$ cat config.mk
export PLATFORM = sky130hd
export DESIGN_NAME = dbginit_seq_ctrl
export DESIGN_NICKNAME = d
export VERILOG_FILES = /design/src/rtl/dbginit_seq_pkg.sv /design/src/rtl/dbginit_fail_pick.sv /design/src/rtl/dbginit_seq_ctrl.sv
export SDC_FILE = /design/constraint.sdc
export NUM_CORES = 1
export LEC_CHECK = 0
export ABC_CLOCK_PERIOD_IN_PS = 3700
export BUFFER_PORTS_ARGS = -buffer_cell sky130_fd_sc_hd__buf_4
export CORE_MARGIN = 3
export CORE_UTILIZATION = 59
export CTS_CLUSTER_DIAMETER = 60
export CTS_CLUSTER_SIZE = 24
export DETAILED_ROUTE_END_ITERATION = 8
export GPL_TIMING_DRIVEN = 0
export PLACE_DENSITY = 0.81
export RECOVER_POWER = 50
export SYNTH_ARGS = -nofsm -noshare
export SYNTH_HDL_FRONTEND = slang
export SYNTH_SLANG_ARGS = --single-unit
export TNS_END_PERCENT = 50
$ cat constraint.sdc
create_clock -name clk -period 3.7 [get_ports clk]
set_clock_uncertainty 0.15 [all_clocks]
set_input_delay 0.185 -clock clk [delete_from_list [all_inputs] [get_ports clk]]
set_output_delay 0.185 -clock clk [all_outputs]
set_load 0.005 [all_outputs]
$ cat src/rtl/dbginit_seq_pkg.sv
// Shared types and width helpers for the DBGINIT regression sequencer.
package dbginit_seq_pkg;

   localparam int unsigned CNT_W = 11;

   typedef enum logic [2:0] {
      ST_IDLE,
      ST_ASSERT,
      ST_SETTLE,
      ST_CHECK,
      ST_REPORT,
      ST_DONE
   } seq_state_e;

   function automatic int unsigned MON_ID_W(input int unsigned n);
      return (n <= 1) ? 1 : $clog2(n);
   endfunction

   function automatic int unsigned ROUND_W(input int unsigned n);
      return (n <= 1) ? 1 : $clog2(n);
   endfunction

endpackage

$ cat src/rtl/dbginit_fail_pick.sv
// Find-first-set over a failure vector: lowest set index plus an any flag.
module dbginit_fail_pick #(
   parameter int unsigned N    = 8,
   parameter int unsigned ID_W = 3
) (
   input  logic [N-1:0]    vec,
   output logic [ID_W-1:0] idx_c,
   output logic            any_c
);

   // Scan high to low so the lowest set bit wins.
   always_comb begin
      idx_c = '0;
      any_c = |vec;
      for (int i = N - 1; i >= 0; i--) begin
         if (vec[i]) idx_c = ID_W'(i);
      end
   end

endmodule

$ cat src/rtl/dbginit_seq_ctrl.sv
// DBGINIT pulse/settle/check sequencer with failing-monitor report drain.
// Build option: DBGINIT_SEQ_ABORT_EN ends the run after the first failing round.
module dbginit_seq_ctrl
   import dbginit_seq_pkg::*;
#(
   parameter int unsigned NUM_MON    = 8,
   parameter int unsigned ASSERT_CYC = 16,
   parameter int unsigned NUM_ROUNDS = 4
) (
   input  logic                            clk,
   input  logic                            rst,
   input  logic                            start,
   input  logic [10:0]                     settle_cyc,
   output logic                            dbginit,
   output logic                            check_en,
   input  logic [NUM_MON-1:0]              mon_fail,
   output logic                            rpt_valid,
   input  logic                            rpt_ready,
   output logic [MON_ID_W(NUM_MON)-1:0]    rpt_id,
   output logic [ROUND_W(NUM_ROUNDS)-1:0]  rpt_round,
   output logic                            busy,
   output logic                            done,
   output logic                            fail
);

   localparam int unsigned ID_W  = MON_ID_W(NUM_MON);
   localparam int unsigned RND_W = ROUND_W(NUM_ROUNDS);

   seq_state_e         state;
   logic [CNT_W-1:0]   cnt;
   logic [CNT_W-1:0]   settle_q;
   logic [RND_W-1:0]   round;
   logic [NUM_MON-1:0] fail_vec;
   logic [NUM_MON-1:0] vec_clr;
   logic [NUM_MON-1:0] pick_in;
   logic [ID_W-1:0]    pick_idx;
   logic               pick_any;
   logic               hs_c;
   logic               round_end_c;
   logic               to_done_c;

   // Picker sees fresh flags in CHECK, otherwise the vector minus the beat being accepted.
   always_comb begin
      vec_clr = fail_vec & ~(NUM_MON'(1) << rpt_id);
      pick_in = (state == ST_CHECK) ? mon_fail : vec_clr;
   end

   dbginit_fail_pick #(
      .N    (NUM_MON),
      .ID_W (ID_W)
   ) u_pick (
      .vec   (pick_in),
      .idx_c (pick_idx),
      .any_c (pick_any)
   );

   assign hs_c        = rpt_valid & rpt_ready;
   assign round_end_c = ((state == ST_CHECK) || ((state == ST_REPORT) && hs_c)) && !pick_any;
`ifdef DBGINIT_SEQ_ABORT_EN
   assign to_done_c   = (round == RND_W'(NUM_ROUNDS - 1)) || (state == ST_REPORT);
`else
   assign to_done_c   = (round == RND_W'(NUM_ROUNDS - 1));
`endif

   always_ff @(posedge clk) begin
      if (rst) begin
         state     <= ST_IDLE;
         cnt       <= '0;
         settle_q  <= '0;
         round     <= '0;
         fail_vec  <= '0;
         dbginit   <= 1'b0;
         check_en  <= 1'b0;
         rpt_valid <= 1'b0;
         rpt_id    <= '0;
         rpt_round <= '0;
         busy      <= 1'b0;
         done      <= 1'b0;
         fail      <= 1'b0;
      end else begin
         done     <= 1'b0;
         check_en <= 1'b0;
         case (state)
            ST_IDLE: begin
               if (start) begin
                  settle_q <= settle_cyc;
                  round    <= '0;
                  fail     <= 1'b0;
                  cnt      <= '0;
                  dbginit  <= 1'b1;
                  busy     <= 1'b1;
                  state    <= ST_ASSERT;
               end
            end
            ST_ASSERT: begin
               if (cnt == CNT_W'(ASSERT_CYC - 1)) begin
                  dbginit <= 1'b0;
                  cnt     <= '0;
                  if (settle_q == '0) begin
                     check_en <= 1'b1;
                     state    <= ST_CHECK;
                  end else begin
                     state    <= ST_SETTLE;
                  end
               end else begin
                  cnt <= cnt + CNT_W'(1);
               end
            end
            ST_SETTLE: begin
               if (cnt == settle_q - CNT_W'(1)) begin
                  check_en <= 1'b1;
                  state    <= ST_CHECK;
               end else begin
                  cnt <= cnt + CNT_W'(1);
               end
            end
            ST_CHECK: begin
               fail_vec <= mon_fail;
               if (pick_any) begin
                  fail      <= 1'b1;
                  rpt_valid <= 1'b1;
                  rpt_id    <= pick_idx;
                  rpt_round <= round;
                  state     <= ST_REPORT;
               end
            end
            ST_REPORT: begin
               if (hs_c) begin
                  fail_vec <= vec_clr;
                  if (pick_any) rpt_id <= pick_idx;
                  else          rpt_valid <= 1'b0;
               end
            end
            ST_DONE: begin
               busy  <= 1'b0;
               state <= ST_IDLE;
            end
            default: state <= ST_IDLE;
         endcase

         // Shared round-end decision for clean CHECK and drained REPORT.
         if (round_end_c) begin
            if (to_done_c) begin
               done  <= 1'b1;
               state <= ST_DONE;
            end else begin
               round   <= round + RND_W'(1);
               cnt     <= '0;
               dbginit <= 1'b1;
               state   <= ST_ASSERT;
            end
         end
      end
   end

endmodule

Word-level counts from Yosys, hierarchy flattened
Index checks and enable logic that the tools add are counted. Widths: inputs -> output; s select.

Logic and storage cells: 106. Output and inout port bits: 11. Bits in registers: 46.

Equal/unequal tests: 17. Mux-type cells: 50. Add/sub/neg operators: 3. Shift-type cells: 1. Reductions and logical operators: 18. Bitwise gates (word level): 4.

Operators with widths (number): $mux 11 (5); $mux 3 (16); $pmux 11 s3 (1); $mux 8 (2); $pmux 8 s2 (1); $pmux 3 s5 (1); $mux 1 (14); $ne 3x3->1 const B (4); $add 11x1->11 const B (1); $eq 11x11->1 (1); $eq 11x4->1 const B (1); $logic_not 11->1 (1); $sub 11x1->11 const B (1); $ne 2x2->1 const B (5); $pmux 1 s2 (5); $and 8x8->8 (1); $mux 2 (4); $not 8->8 (1); $reduce_and 2->1 (4); $reduce_or 8->1 (1); $shl 1x3->8 const A (1); $eq 3x2->1 const B (2); $eq 3x3->1 const B (2); $pmux 3 s2 (1); 14 further kinds (17).

Logic depth before layout (Yosys ltp)
Gate-level depths: netlist of run 1.

Word-level depth: 15. Depth in mapped cells: 11. Gate-level depth less buffers: 9.

Modules after synthesis
Synthesis of run 1 repeated with hierarchy kept, for this count alone.

Cell total of the unflattened synthesis: 370. Area, all modules: 2761.4 sq um.

Modules (own cells, without submodules): dbginit_seq_ctrl (instances 1, area an instance 2680.1 sq um, seq. area each 920.9 sq um, cells an instance 357); dbginit_fail_pick (instances 1, area an instance 81.3 sq um, seq. area each 0.0 sq um, cells an instance 13).

Worst setup path after synthesis of run 1
OpenSTA, ideal clock, no wires.

Kind: flip-flop to flip-flop. From: register settle_q[0]. To: register cnt[9]. Setup slack: 1241 ps. Stages on the path, launching flop included: 12. Buffers on the path: 2. Arrival time: 2236 ps. Clock period less this slack: 2459 ps. Cells stage by stage: dfxtp_1 -> buf_6 -> inv_1 -> ha_1 -> o21ba_2 -> a221oi_1 -> o2111ai_1 -> a211o_1 -> nor4b_2 -> buf_4 -> nor2_1 -> o22ai_2.

Cells in the longest elaborated chain, start to end: 6.

Ends and longest elaborated chain: from (decl) (RTL line dbginit_seq_ctrl.sv:31) `logic [CNT_W-1:0] settle_q;`; from (signal assigned) (RTL line dbginit_seq_ctrl.sv:86) `settle_q <= settle_cyc;`; $sub 11x1->11 (*) (RTL line dbginit_seq_ctrl.sv:110) `if (cnt == settle_q - CNT_W'(1)) begin`; $eq 11x11->1 (*) (RTL line dbginit_seq_ctrl.sv:110); $mux 11 (*) (RTL line dbginit_seq_ctrl.sv:110); $pmux 11 s3 (*) (RTL line dbginit_seq_ctrl.sv:83) `case (state)`; $mux 11 (RTL line dbginit_seq_ctrl.sv:143) `if (to_done_c) begin`; $mux 11 (*) (RTL line dbginit_seq_ctrl.sv:142) `if (round_end_c) begin`; to (signal assigned) (RTL line dbginit_seq_ctrl.sv:106) `cnt <= cnt + CNT_W'(1);`; to (signal assigned) (RTL line dbginit_seq_ctrl.sv:114) `cnt <= cnt + CNT_W'(1);`; to (decl) (RTL line dbginit_seq_ctrl.sv:30) `logic [CNT_W-1:0] cnt;`.

Mark *: on every way between the ends. The rest lies on a longest branch, timed or not. A chain may end at the register's enable or synchronous reset.

Worst setup path after layout of run 1
From: register state[2]. To: register cnt[0].

Cells in the longest elaborated chain, start to end: 6.

Ends and longest elaborated chain: from (decl) (RTL line dbginit_seq_ctrl.sv:29) `seq_state_e state;`; from (signal assigned) (RTL line dbginit_seq_ctrl.sv:67) `state <= ST_IDLE;`; from (signal assigned) (RTL line dbginit_seq_ctrl.sv:92) `state <= ST_ASSERT;`; from (signal assigned) (RTL line dbginit_seq_ctrl.sv:101) `state <= ST_CHECK;`; $eq 3x2->1 (RTL line dbginit_seq_ctrl.sv:45, dbginit_seq_ctrl.sv:58); $mux 8 (RTL line dbginit_seq_ctrl.sv:45) `pick_in = (state == ST_CHECK) ? mon_fail : vec_clr;`; $reduce_or 8->1 (RTL line dbginit_fail_pick.sv:14) `any_c = |vec;`; $logic_not 1->1 (RTL line dbginit_seq_ctrl.sv:58) `assign round_end_c = ((state == ST_CHECK) || ((state == ST_REPORT) && hs_c)) && !pick_any;`; $logic_and 1x1->1 (RTL line dbginit_seq_ctrl.sv:58); $mux 11 (*) (RTL line dbginit_seq_ctrl.sv:142).

Marked as above.

==> reports/qor_table.md, run 1 <==
| Parameter | Value |
|:---|:---|
| Maximum number of pins on one net before global-route repair | 15 |
| Hold Path Stages | 3 |
| Starting density of the core | 63.8% |
| Met1 routed wirelength after detailed routing | 3.72 mm |
| Post-CTS Repair Setup Buffers | 0 |
| Tightest Pin Transition | 1.09 ns |
| Root buffer cell | sky130_fd_sc_hd__clkbuf_8 |
| Maximum fanout along the worst path | 9 |
| Flop-to-flop setup slack | 0.69 ns |
| Critical setup path kind | register to register |
| Post-cts gate resize count | 0 |
| Status | finished, final reports clean |
| Reg-to-reg startpoint | state[2] |
| Warnings from Yosys | 0 |
| Commonest cells in the netlist | 49 x sky130_fd_sc_hd__nand2_1, 46 x sky130_fd_sc_hd__dfxtp_1, 35 x sky130_fd_sc_hd__nor2_1 |
| Number of optimization iterations in the first detailed-route pass | 5 |
| Antenna violations before repair | 0 |
| Max-cap violations | 0 |
| Asr flop ratio synth | 0% |
| Number of clock sinks | 46 |
| PD cells | 288 nW/um^2 |
| Die Outline Area | 5780 um^2 |
| Die height | 76.0 um |
| Placed Cells | 474 |
| Die width | 76.0 um |
| Final cycle utilization of the critical path | 81.5% |
| Leading cell types by total area after synthesis | sky130_fd_sc_hd__dfxtp_1 32%, sky130_fd_sc_hd__nand2_1 6.4%, sky130_fd_sc_hd__a21oi_1 4.7% |
| Most area-hungry cell type in the Yosys netlist | sky130_fd_sc_hd__dfxtp_1 |
| Count of buffers from port buffering | 32 |
| Most frequently used cell type in the post-synthesis netlist | sky130_fd_sc_hd__nand2_1 |
| # diodes | 0 |
| Avg WL per Cell | 15.5 um |
| Kind of capture point of the worst setup path | register |
| Number of top-level design ports | 34 |
| Number of standard cells after synthesis | 377 |
| Arrival time of data at the critical path endpoint | 3.10 ns |
| Number of global-route vias before repair | 2695 |
| Total number of nets in the final design | 459 |
| Vias per inst | 5.97 |
| Number of hold violations in the final report | 0 |
| Clk Latency, worst-skew pair | 0.30 ns |
| RD Place Congestion | 0.941 |
| Worst Hold Path EP | fail_vec[0] |
| Met3 layer wire length in the routed design | 437 um |
| Number of buffers created by CTS | 5 |
| Number of H-tree levels | 2 |
| Overflow left after global routing | 0 |
| Post-Route Setup TNS | 0 ns |
| Part of the Yosys area used for sequential elements | 31.8% |
| Ys flop type | sky130_fd_sc_hd__dfxtp_1 |
| Overall global routing resource usage | 26.9% |
| Std-Cell Core Area | 4530 um^2 |
| Worst hold path startpoint | mon_fail[0] |
| Remaining antenna violation count | 0 |
| Top achievable clock speed | 0.332 GHz |
| Time the worst path needs with I/O delays and setup | 3.01 ns |
| Placement row count | 24 |
| DRC violations left | 0 |
| Reg-to-reg critical path endpoint | cnt[0] |
| Post-place instance area | 3210 um^2 |
| Number of vias in the routed layout | 2979 |
| Syn Std Cell Area | 2890 um^2 |
| Post-Synthesis Net Count | 403 |
| First-iteration detailed-routing DRC count | 227 |
| Final setup violation count | 0 |
| Post-route cell area | 3470 um^2 |
| Launching element type of the critical path | register |
| Top metal layer carrying routed signals | met4 |
| Drt total wl | 7.73 mm |
| Number of non-filler instances in the completed layout | 499 |
| Longest Clk Path Bufs | 2 |
| Area delta synth->final | 20.1% |
| Detail Placement HPWL | 5.34 mm |
| Count of flip-flops with a built-in enable after synthesis | 0 |
| Final hold slack | 0.0127 ns |
| Pleak | 1.36 nW |
| Clock transition at the register clock pins on the worst setup and hold paths after CTS | 0.09 ns |
| Area share of the largest cell type after synthesis | 31.8% |
| Ratio of cells with drive above 1 in the final layout | 15.4% |
| Length of routed met2 wiring | 3.50 mm |
| Slew Limit Headroom | 27.1% |
| Data required time of the critical path | 3.78 ns |
| Average cell area after synthesis | 7.67 um^2 |
| Cell variety after synth | 71 |
| Worst Hold Class | primary input to register |
| Maximum resistive drop on vdd | 236 uV |
| Count of pins over their slew limit | 0 |
| Total of flip-flops plus latches after synthesis | 46 |
| CTS tree | done |
| Worst Reg-to-Reg Cells | 9 |
| RSZ-0062 raised after global routing | false |
| Global-route wire length before repair | 13.0 mm |
==> routing by layer <==
layer / track usage, % / vias to the layer above
li1: - / 1473
met5: 0 / -
met1: 39.2 / 1404
met2: 41.6 / 95
met3: 3.90 / 7
met4: 7.07 / 0
==> cell type report <==
type / count / area, um^2
multi-input cells: 293 / 1790
fillers: 343 / 1060
flip-flops and latches: 46 / 921
repair buffers: 49 / 407
plain buffers: 26 / 135
clock buffers: 6 / 82.6
well taps: 65 / 81.3
inverters: 12 / 45.0
clock inverters: 2 / 12.5
==> cells by family after synthesis <==
kind of cell               Yosys count  synth area share (%)
AOI/OAI and AO/OA                  111                  26.2
xor gates and xnor gates            11                  3.33
adders and majority gates            3                  1.30
buffers and inverters               38                  6.31
DFF                                 46                  31.8
muxes                                5                  1.77
and+or+nand+nor                    163                  29.3
==> cells in the final DEF, fill, tap and decap left out, types with 4 or more instances in the layout <==
master                          netlist  layout
sky130_fd_sc_hd__buf_2                7       5
sky130_fd_sc_hd__a22oi_1              6       6
sky130_fd_sc_hd__o21ai_1              5       5
sky130_fd_sc_hd__nor3_1              12      12
sky130_fd_sc_hd__and3_1               4       4
sky130_fd_sc_hd__dfxtp_1             46      46
sky130_fd_sc_hd__xnor2_1              6       6
sky130_fd_sc_hd__clkbuf_1            12      15
sky130_fd_sc_hd__o21ai_0             25      25
sky130_fd_sc_hd__nor2_1              35      35
sky130_fd_sc_hd__dlygate4sd3_1        0      17
sky130_fd_sc_hd__xor2_1               5       5
sky130_fd_sc_hd__nor2b_1             11      11
sky130_fd_sc_hd__nand2b_1             5       5
sky130_fd_sc_hd__clkbuf_8             0       6
sky130_fd_sc_hd__buf_4                2      23
sky130_fd_sc_hd__clkbuf_4             0      10
sky130_fd_sc_hd__nand3_1             11      11
sky130_fd_sc_hd__nand3b_1             6       6
sky130_fd_sc_hd__a21oi_1             27      27
sky130_fd_sc_hd__mux2i_1              4       4
sky130_fd_sc_hd__nand2_1             49      49
sky130_fd_sc_hd__o221ai_1             7       7
sky130_fd_sc_hd__inv_1               12      12
==> flip-flops by register name, indices dropped and copies added (netlist names) <==
register	flops
busy	1
check_en	1
cnt	11
dbginit	1
done	1
fail	1
fail_vec	8
round	2
rpt_id	3
rpt_round	2
rpt_valid	1
settle_q	11
state	3
==> timing repair <==
item | 4_1_cts | 5_1_grt
setup endpoints to repair | 0 | 0
endpoints found under the hold margin | 17 | 0
hold buffers | 17 | 0
==> power by group <==
part	total, W	internal (W)	switching (W)
clock network	0.000325	0.000150	0.000175
logic	0.000160	0.0000776	0.0000829
registers	0.000517	0.000505	0.0000112
total	0.00100	0.000733	0.000269
==> worst max path at each step <==
stage / slack [ns] / startpoint / cells after the start / to
final: 0.69 / state[2] / 9 / cnt[0]
after detailed placement: 0.83 / settle_q[1] / 10 / cnt[9]
after global placement: 0.87 / settle_q[1] / 10 / cnt[9]
after CTS: 0.80 / settle_q[1] / 10 / cnt[9]
after floorplan: 1.24 / settle_q[0] / 11 / cnt[9]
after global routing: 0.42 / state[2] / 9 / cnt[0]
==> critical path: stages (launching register included) <==
cell	delay, ns
sky130_fd_sc_hd__dfxtp_1	0.31
sky130_fd_sc_hd__clkbuf_1	0.18
sky130_fd_sc_hd__or3b_1	0.20
sky130_fd_sc_hd__clkbuf_1	0.29
sky130_fd_sc_hd__inv_1	0.17
sky130_fd_sc_hd__a31oi_1	0.60
sky130_fd_sc_hd__o41ai_4	0.15
sky130_fd_sc_hd__nor2_1	0.47
sky130_fd_sc_hd__o21ai_2	0.21
sky130_fd_sc_hd__o21ai_1	0.20
==> metrics by stage <==
stage / power [W] / util (%) / setup WS [ns]
floorplan: 0.000622 / - / 1.24
global placement: 0.000666 / 70.9 / 0.866
detailed placement: 0.000670 / 70.9 / 0.826
CTS: 0.00101 / 76.7 / 0.797
global route: 0.00104 / 76.6 / 0.419
finish: 0.00100 / 76.6 / 0.685
(Power assumes the default switching activity.)
==> run 2, diff against run 1 <==
Settings changed: ABC_CLOCK_PERIOD_IN_PS 3700 to 2600, CORE_UTILIZATION 59 to 53, PLACE_DENSITY 0.81 to 0.76.
Clock period 3.7 ns to 2.6 ns, I/O delays scaled along.
==> run 2 against run 1 <==
  * The run now ends with setup timing left
  * Combinational power grew 70%
  * Via count rose by 2.7%
  * Setup slack worse by 0.69 ns
  * Utilization fell by 3.7 points
  * Register-to-register slack lost 0.69 ns
  * Cell area is 9.2% higher
  * Critical path type unchanged
  * Largest cell class unchanged
==> reports/qor_table.md, run 2 (synthesis gave the netlist of run 1 again) <==
| Parameter | Value |
|:---|:---|
| Drt total wl | 8.16 mm |
| Number of vias in the routed layout | 3058 |
| Reg-to-reg critical path endpoint | cnt[9] |
| Pleak | 1.51 nW |
| Reg-to-reg startpoint | settle_q[0] |
| Final setup violation count | 3 |
| DRC violations left | 0 |
| Critical Path End | cnt[9] |
| Post-place instance area | 3220 um^2 |
| Clk Latency, worst-skew pair | 0.30 ns |
| Launch point of the critical path | settle_q[0] |
| Ratio of cells with drive above 1 in the final layout | 23.9% |
| Max-cap violations | 0 |
| Number of H-tree levels | 2 |
| # diodes | 0 |
| Area occupied by multi-input gates | 1950 um^2 |
| Avg WL per Cell | 15.8 um |
| Count of pins over their slew limit | 0 |
| Maximum fanout along the worst path | 7 |
| Maximum number of pins on one net before global-route repair | 16 |
| Data required time of the critical path | 2.69 ns |
| Antenna violations before repair | 0 |
| Die height | 79.9 um |
| Count of buffers from port buffering | 32 |
| RSZ-0062 raised after global routing | true |
| Slew Limit Headroom | 47.7% |
| Fill cell count | 413 |
| Worst Hold Class | primary input to register |
| Remaining antenna violation count | 0 |
| Leading registers by flop count | cnt: 11 flops, settle_q: 11 flops, fail_vec: 8 flops |
| Commonest cells after routing, fill and taps aside | 49 x sky130_fd_sc_hd__nand2_1, 43 x sky130_fd_sc_hd__dfxtp_1, 35 x sky130_fd_sc_hd__buf_4, 34 x sky130_fd_sc_hd__nor2_1, 27 x sky130_fd_sc_hd__a21oi_1 |
| Top achievable clock speed | 0.384 GHz |
| Tightest Pin Transition | 0.779 ns |
| Maximum resistive drop on vdd | 309 uV |
| CTS tree | done |
| Number of optimization iterations in the first detailed-route pass | 5 |
| Root buffer cell | sky130_fd_sc_hd__clkbuf_8 |
| Kind of capture point of the worst setup path | register |
| Final cycle utilization of the critical path | 100% |
| Number of top-level design ports | 34 |
| Global-route wire length before repair | 12.6 mm |
| Std-Cell Core Area | 5200 um^2 |
| Arrival time of data at the critical path endpoint | 2.69 ns |
| Die width | 79.9 um |
| Setup WS post-layout | -0.00722 ns |
| Leading cell type in the layout, fill and taps excluded | sky130_fd_sc_hd__nand2_1 |
| First-iteration detailed-routing DRC count | 267 |
| Number of hold violations in the final report | 0 |
| Clock transition at the register clock pins on the worst setup and hold paths after CTS | 0.09 ns |
| Overall global routing resource usage | 24.5% |
| Status | finished with violations |
| Critical setup path kind | register to register |
| Final hold slack | 0.0324 ns |
| Launching element type of the critical path | register |
| Flop-to-flop setup slack | -0.007 ns |
| Starting density of the core | 55.6% |
| Number of clock sinks | 46 |
| Time the worst path needs with I/O delays and setup | 2.61 ns |
| Vias per inst | 5.91 |
| Placement row count | 26 |
| PD cells | 411 nW/um^2 |
| Post-route cell area | 3790 um^2 |
| Longest Clk Path Bufs | 2 |
| FF+latch area | 925 um^2 |
| Number of buffers created by CTS | 5 |
| Violations in the final reports | setup timing |
| Total number of nets in the final design | 472 |
| Overflow left after global routing | 0 |
| Detail Placement HPWL | 5.44 mm |
| Worst Reg-to-Reg Cells | 11 |
| Die Outline Area | 6380 um^2 |
| Number of global-route vias before repair | 2836 |
| Area delta synth->final | 31.1% |
| RD Place Congestion | 0.910 |
-- run 2: cell count changes in the layout (fill, tap and decap cells not counted), moves of 3 or more --
cell | previous run | this run
sky130_fd_sc_hd__clkbuf_1 | 15 | 11
sky130_fd_sc_hd__dfxtp_1 | 46 | 43
sky130_fd_sc_hd__inv_1 | 12 | 9
sky130_fd_sc_hd__buf_4 | 23 | 35
sky130_fd_sc_hd__o21ai_1 | 5 | 9
sky130_fd_sc_hd__o21ai_0 | 25 | 18
sky130_fd_sc_hd__dfxtp_2 | 0 | 3
-- run 2: worst min-delay path by stage --
stage | startpoint | end | slack [ns] | cells past startpoint
2_1_floorplan | settle_cyc[0] | settle_q[0] | 0.12 | 2
3_3_place_gp | settle_cyc[8] | settle_q[8] | 0.23 | 3
3_5_place_dp | settle_cyc[5] | settle_q[5] | 0.24 | 3
4_1_cts | rst | busy | 0.02 | 2
5_1_grt | rst | busy | 0.10 | 2
6_report | rst | busy | 0.03 | 2
-- run 2: worst max-delay path: stages, from the launching register on --
cell and delay, ns:
sky130_fd_sc_hd__dfxtp_2 0.34, sky130_fd_sc_hd__buf_6 0.13, sky130_fd_sc_hd__inv_4 0.04, sky130_fd_sc_hd__ha_4 0.16
sky130_fd_sc_hd__o21ba_4 0.19, sky130_fd_sc_hd__a221oi_2 0.26, sky130_fd_sc_hd__o2111ai_2 0.19, sky130_fd_sc_hd__a211o_1 0.34
sky130_fd_sc_hd__nor4b_4 0.35, sky130_fd_sc_hd__buf_4 0.21, sky130_fd_sc_hd__nor2_2 0.05, sky130_fd_sc_hd__o22ai_2 0.13
-- run 2: area by class of cell --
type                    instances  area share, %
inverters                      12           1.32
clock inverters                 3           1.15
repair buffers                 64           13.9
plain buffers                  24           3.73
flip-flops and latches         46           24.4
multi-input cells             293           51.5
well taps                      70           2.31
clock buffers                   5           1.81
-- run 2: metrics by stage --
step	setup slack [ns]	total power, W	TNS, ns	std cells	utilization (%)
finish	-0.00722	0.00156	-0.0153	517	72.9
global route	-0.0860	0.00161	-0.697	517	72.9
CTS	0.00160	0.00153	0	509	69.2
detailed placement	-0.247	0.000954	-2.22	479	61.9
global placement	-0.194	0.000949	-1.79	479	61.9
floorplan	0.141	0.000886	0	377	-
-- run 2: repair_timing --
item | 4_1_cts | 5_1_grt
pin swaps | 5 | 14
setup endpoints to repair | 13 | 14
hold endpoints to repair | 19 | 0
setup buffers | 2 | 10
gates cloned | 1 | 0
gates resized for setup | 14 | 39
hold buffers | 19 | 0
-- run 2: power breakdown --
| group | internal [W] | switching, W | total (W) |
|---|---|---|---|
| combinational | 0.000137 | 0.000136 | 0.000272 |
| clock | 0.000288 | 0.000256 | 0.000544 |
| sequential | 0.000720 | 0.0000220 | 0.000742 |
| total | 0.00114 | 0.000414 | 0.00156 |
-- run 2: metal layers --
metal | share of wire (%) | vias up | GRT usage (%)
met5 | 0 | - | 0
met4 | 1.2 | 0 | 10.1
met3 | 4.5 | 16 | 3.84
met2 | 51 | 100 | 43.5
met1 | 43 | 1442 | 29.0
li1 | - | 1500 | -
==> run 3, diff against run 2 <==
Settings changed: PLACE_DENSITY 0.76 to 0.81.
==> run 3 against run 2 <==
  * The run still ends with setup timing left
  * Critical path type unchanged
  * Final cell count shrank 0.58%
  * Global-route usage rose by 1.3 points
  * Setup slack got worse by 0.050 ns
==> reports/qor_table.md, run 3 (synthesis gave the netlist of run 1 again) <==
| Parameter | Value |
|:---|:---|
| Status | finished with violations |
| Violations in the final reports | setup timing |
| Commonest cells after routing, fill and taps aside | 49 x sky130_fd_sc_hd__nand2_1, 44 x sky130_fd_sc_hd__dfxtp_1, 34 x sky130_fd_sc_hd__buf_4, 33 x sky130_fd_sc_hd__nor2_1, 27 x sky130_fd_sc_hd__a21oi_1 |
| Remaining antenna violation count | 0 |
| Global routing met2 resource utilization | 38.9% |
| Leading registers by flop count | cnt: 11 flops, settle_q: 11 flops, fail_vec: 8 flops |
| Met1 track demand over resource | 35.1% |
| Fill cell count | 371 |
| PD cells | 419 nW/um^2 |
| Worst Hold Class | primary input to register |
| Delay-heaviest family, CP | compound AO/OA/AOI/OAI gates |
| Total number of nets in the final design | 469 |
| First-iteration detailed-routing DRC count | 350 |
| Final cycle utilization of the critical path | 102% |
| # diodes | 0 |
| Switch Pwr | 0.000420 W |
| Ratio of cells with drive above 1 in the final layout | 22.5% |
| Number of clock sinks | 46 |
| DRC violations left | 0 |
| Critical setup path kind | register to register |
| Root buffer cell | sky130_fd_sc_hd__clkbuf_8 |
| Number of buffers created by CTS | 5 |
| Standard cell with the maximum stage delay on the critical path | sky130_fd_sc_hd__or4_2 |
| Number of global-route vias before repair | 2775 |
| Overall global routing resource usage | 25.8% |
| Std-Cell Core Area | 5200 um^2 |
| Post-Route Setup TNS | -0.147 ns |
| Clk Latency, worst-skew pair | 0.31 ns |
| Number of top-level design ports | 34 |
| Slowest Stage Delay on Critical Path | 0.63 ns |
| Final hold slack | 0.0176 ns |
| Max-cap violations | 0 |
| CTS tree | done |
| Global routing's busiest layer | met2 |
| Arrival time of data at the critical path endpoint | 2.69 ns |
| Placement row count | 26 |
| Top achievable clock speed | 0.376 GHz |
| Data required time of the critical path | 2.64 ns |
| Avg WL per Cell | 16.5 um |
| Die width | 79.9 um |
| Count of pins over their slew limit | 0 |
| Maximum resistive drop on vdd | 361 uV |
| Count of buffers from port buffering | 32 |
| Pleak | 1.47 nW |
| Critical path cell sequence | buf_6 > buf_4 > or4_2 > nand3_1 > o211ai_1 > a211oi_2 > a21oi_4 > o21ai_2 > o22ai_2 |
| RD Place Congestion | 0.968 |
| RSZ-0062 raised after global routing | true |
| Number of vias in the routed layout | 3112 |
| Internal portion of total power | 0.00114 W |
| Number of hold violations in the final report | 0 |
| Leading cell type in the layout, fill and taps excluded | sky130_fd_sc_hd__nand2_1 |
| Kind of capture point of the worst setup path | register |
| Global-route wire length before repair | 13.0 mm |
| Tightest Pin Transition | 1.03 ns |
| Area delta synth->final | 28.7% |
| Number of optimization iterations in the first detailed-route pass | 5 |
| Launching element type of the critical path | register |
| Drt total wl | 8.46 mm |
| Vias per inst | 6.05 |
| Die Outline Area | 6380 um^2 |
| Worst hold path startpoint | rst |
| Share of power burned in combinational logic | 17.3% |
| Slew Limit Headroom | 30.9% |
| Final Util | 71.5% |
| Longest Clk Path Bufs | 2 |
| Setup WS post-layout | -0.0567 ns |
| Launch point of the critical path | settle_q[1] |
| Time the worst path needs with I/O delays and setup | 2.66 ns |
| Die height | 79.9 um |
| Maximum number of pins on one net before global-route repair | 16 |
| Setup WS pre-CTS | -0.250 ns |
| Overflow left after global routing | 0 |
| Met3 routing resource usage after global routing | 5.53% |
| Share of total power in the clock network | 35.4% |
| Detail Placement HPWL | 5.27 mm |
| Final setup violation count | 6 |
| Starting density of the core | 55.6% |
| Reg-to-reg startpoint | settle_q[1] |
| Sequential power share | 47.4% |
| Post-layout power | 0.00156 W |
| Antenna violations before repair | 0 |
| Switching part of the total | 26.9% |
| CP Buf/Inv Count | 2 |
| Maximum fanout along the worst path | 7 |
| Clock transition at the register clock pins on the worst setup and hold paths after CTS | 0.10 ns |
| Number of H-tree levels | 2 |
## run 3: area by class of cell
| cell class | count | area, um^2 | share of cell area (%) |
|---|---|---|---|
| plain buffers | 25 | 145 | 3.90 |
| multi-input cells | 293 | 1900 | 51.2 |
| clock buffers | 5 | 68.8 | 1.85 |
| repair buffers | 60 | 498 | 13.4 |
| inverters | 12 | 50.0 | 1.34 |
| well taps | 70 | 87.6 | 2.35 |
| clock inverters | 3 | 45.0 | 1.21 |
| flip-flops and latches | 46 | 923 | 24.8 |
## run 3: repair_timing
item,4_1_cts,5_1_grt
gates cloned,1,0
setup endpoints to repair,13,14
endpoints found under the hold margin,19,0
pin swaps,4,7
gates resized for setup,14,37
setup buffers,1,7
hold buffers,19,0
## run 3: per-layer routing
metal	wire length, um	share of wire [%]
met1	3740	44
met2	3850	46
met3	588	7.0
met4	278	3.3
met5	0	0
## run 3: through the flow
| step | instance area (um^2) | std cells |
|---|---|---|
| after floorplan | 2890 | 377 |
| after global placement | 3220 | 479 |
| after detailed placement | 3220 | 479 |
| after CTS | 3600 | 508 |
| after global routing | 3720 | 514 |
| final | 3720 | 514 |
## run 3: final timing paths
check | end | slack [ns] | depth (start not counted)
worst min register to register | settle_q[5] | 0.36 | 2
worst min-delay path | busy | 0.02 | 2
worst max register to register | cnt[9] | -0.06 | 9
worst max-delay path | cnt[9] | -0.06 | 9
## run 3: power by group through the flow
stage               Clock (W)  Combinational [W]  Sequential (W)
floorplan                   0           0.000138        0.000747
global placement            0           0.000197        0.000750
detailed placement          0           0.000202        0.000751
CTS                  0.000559           0.000240        0.000734
global route         0.000584           0.000290        0.000741
finish               0.000551           0.000269        0.000739
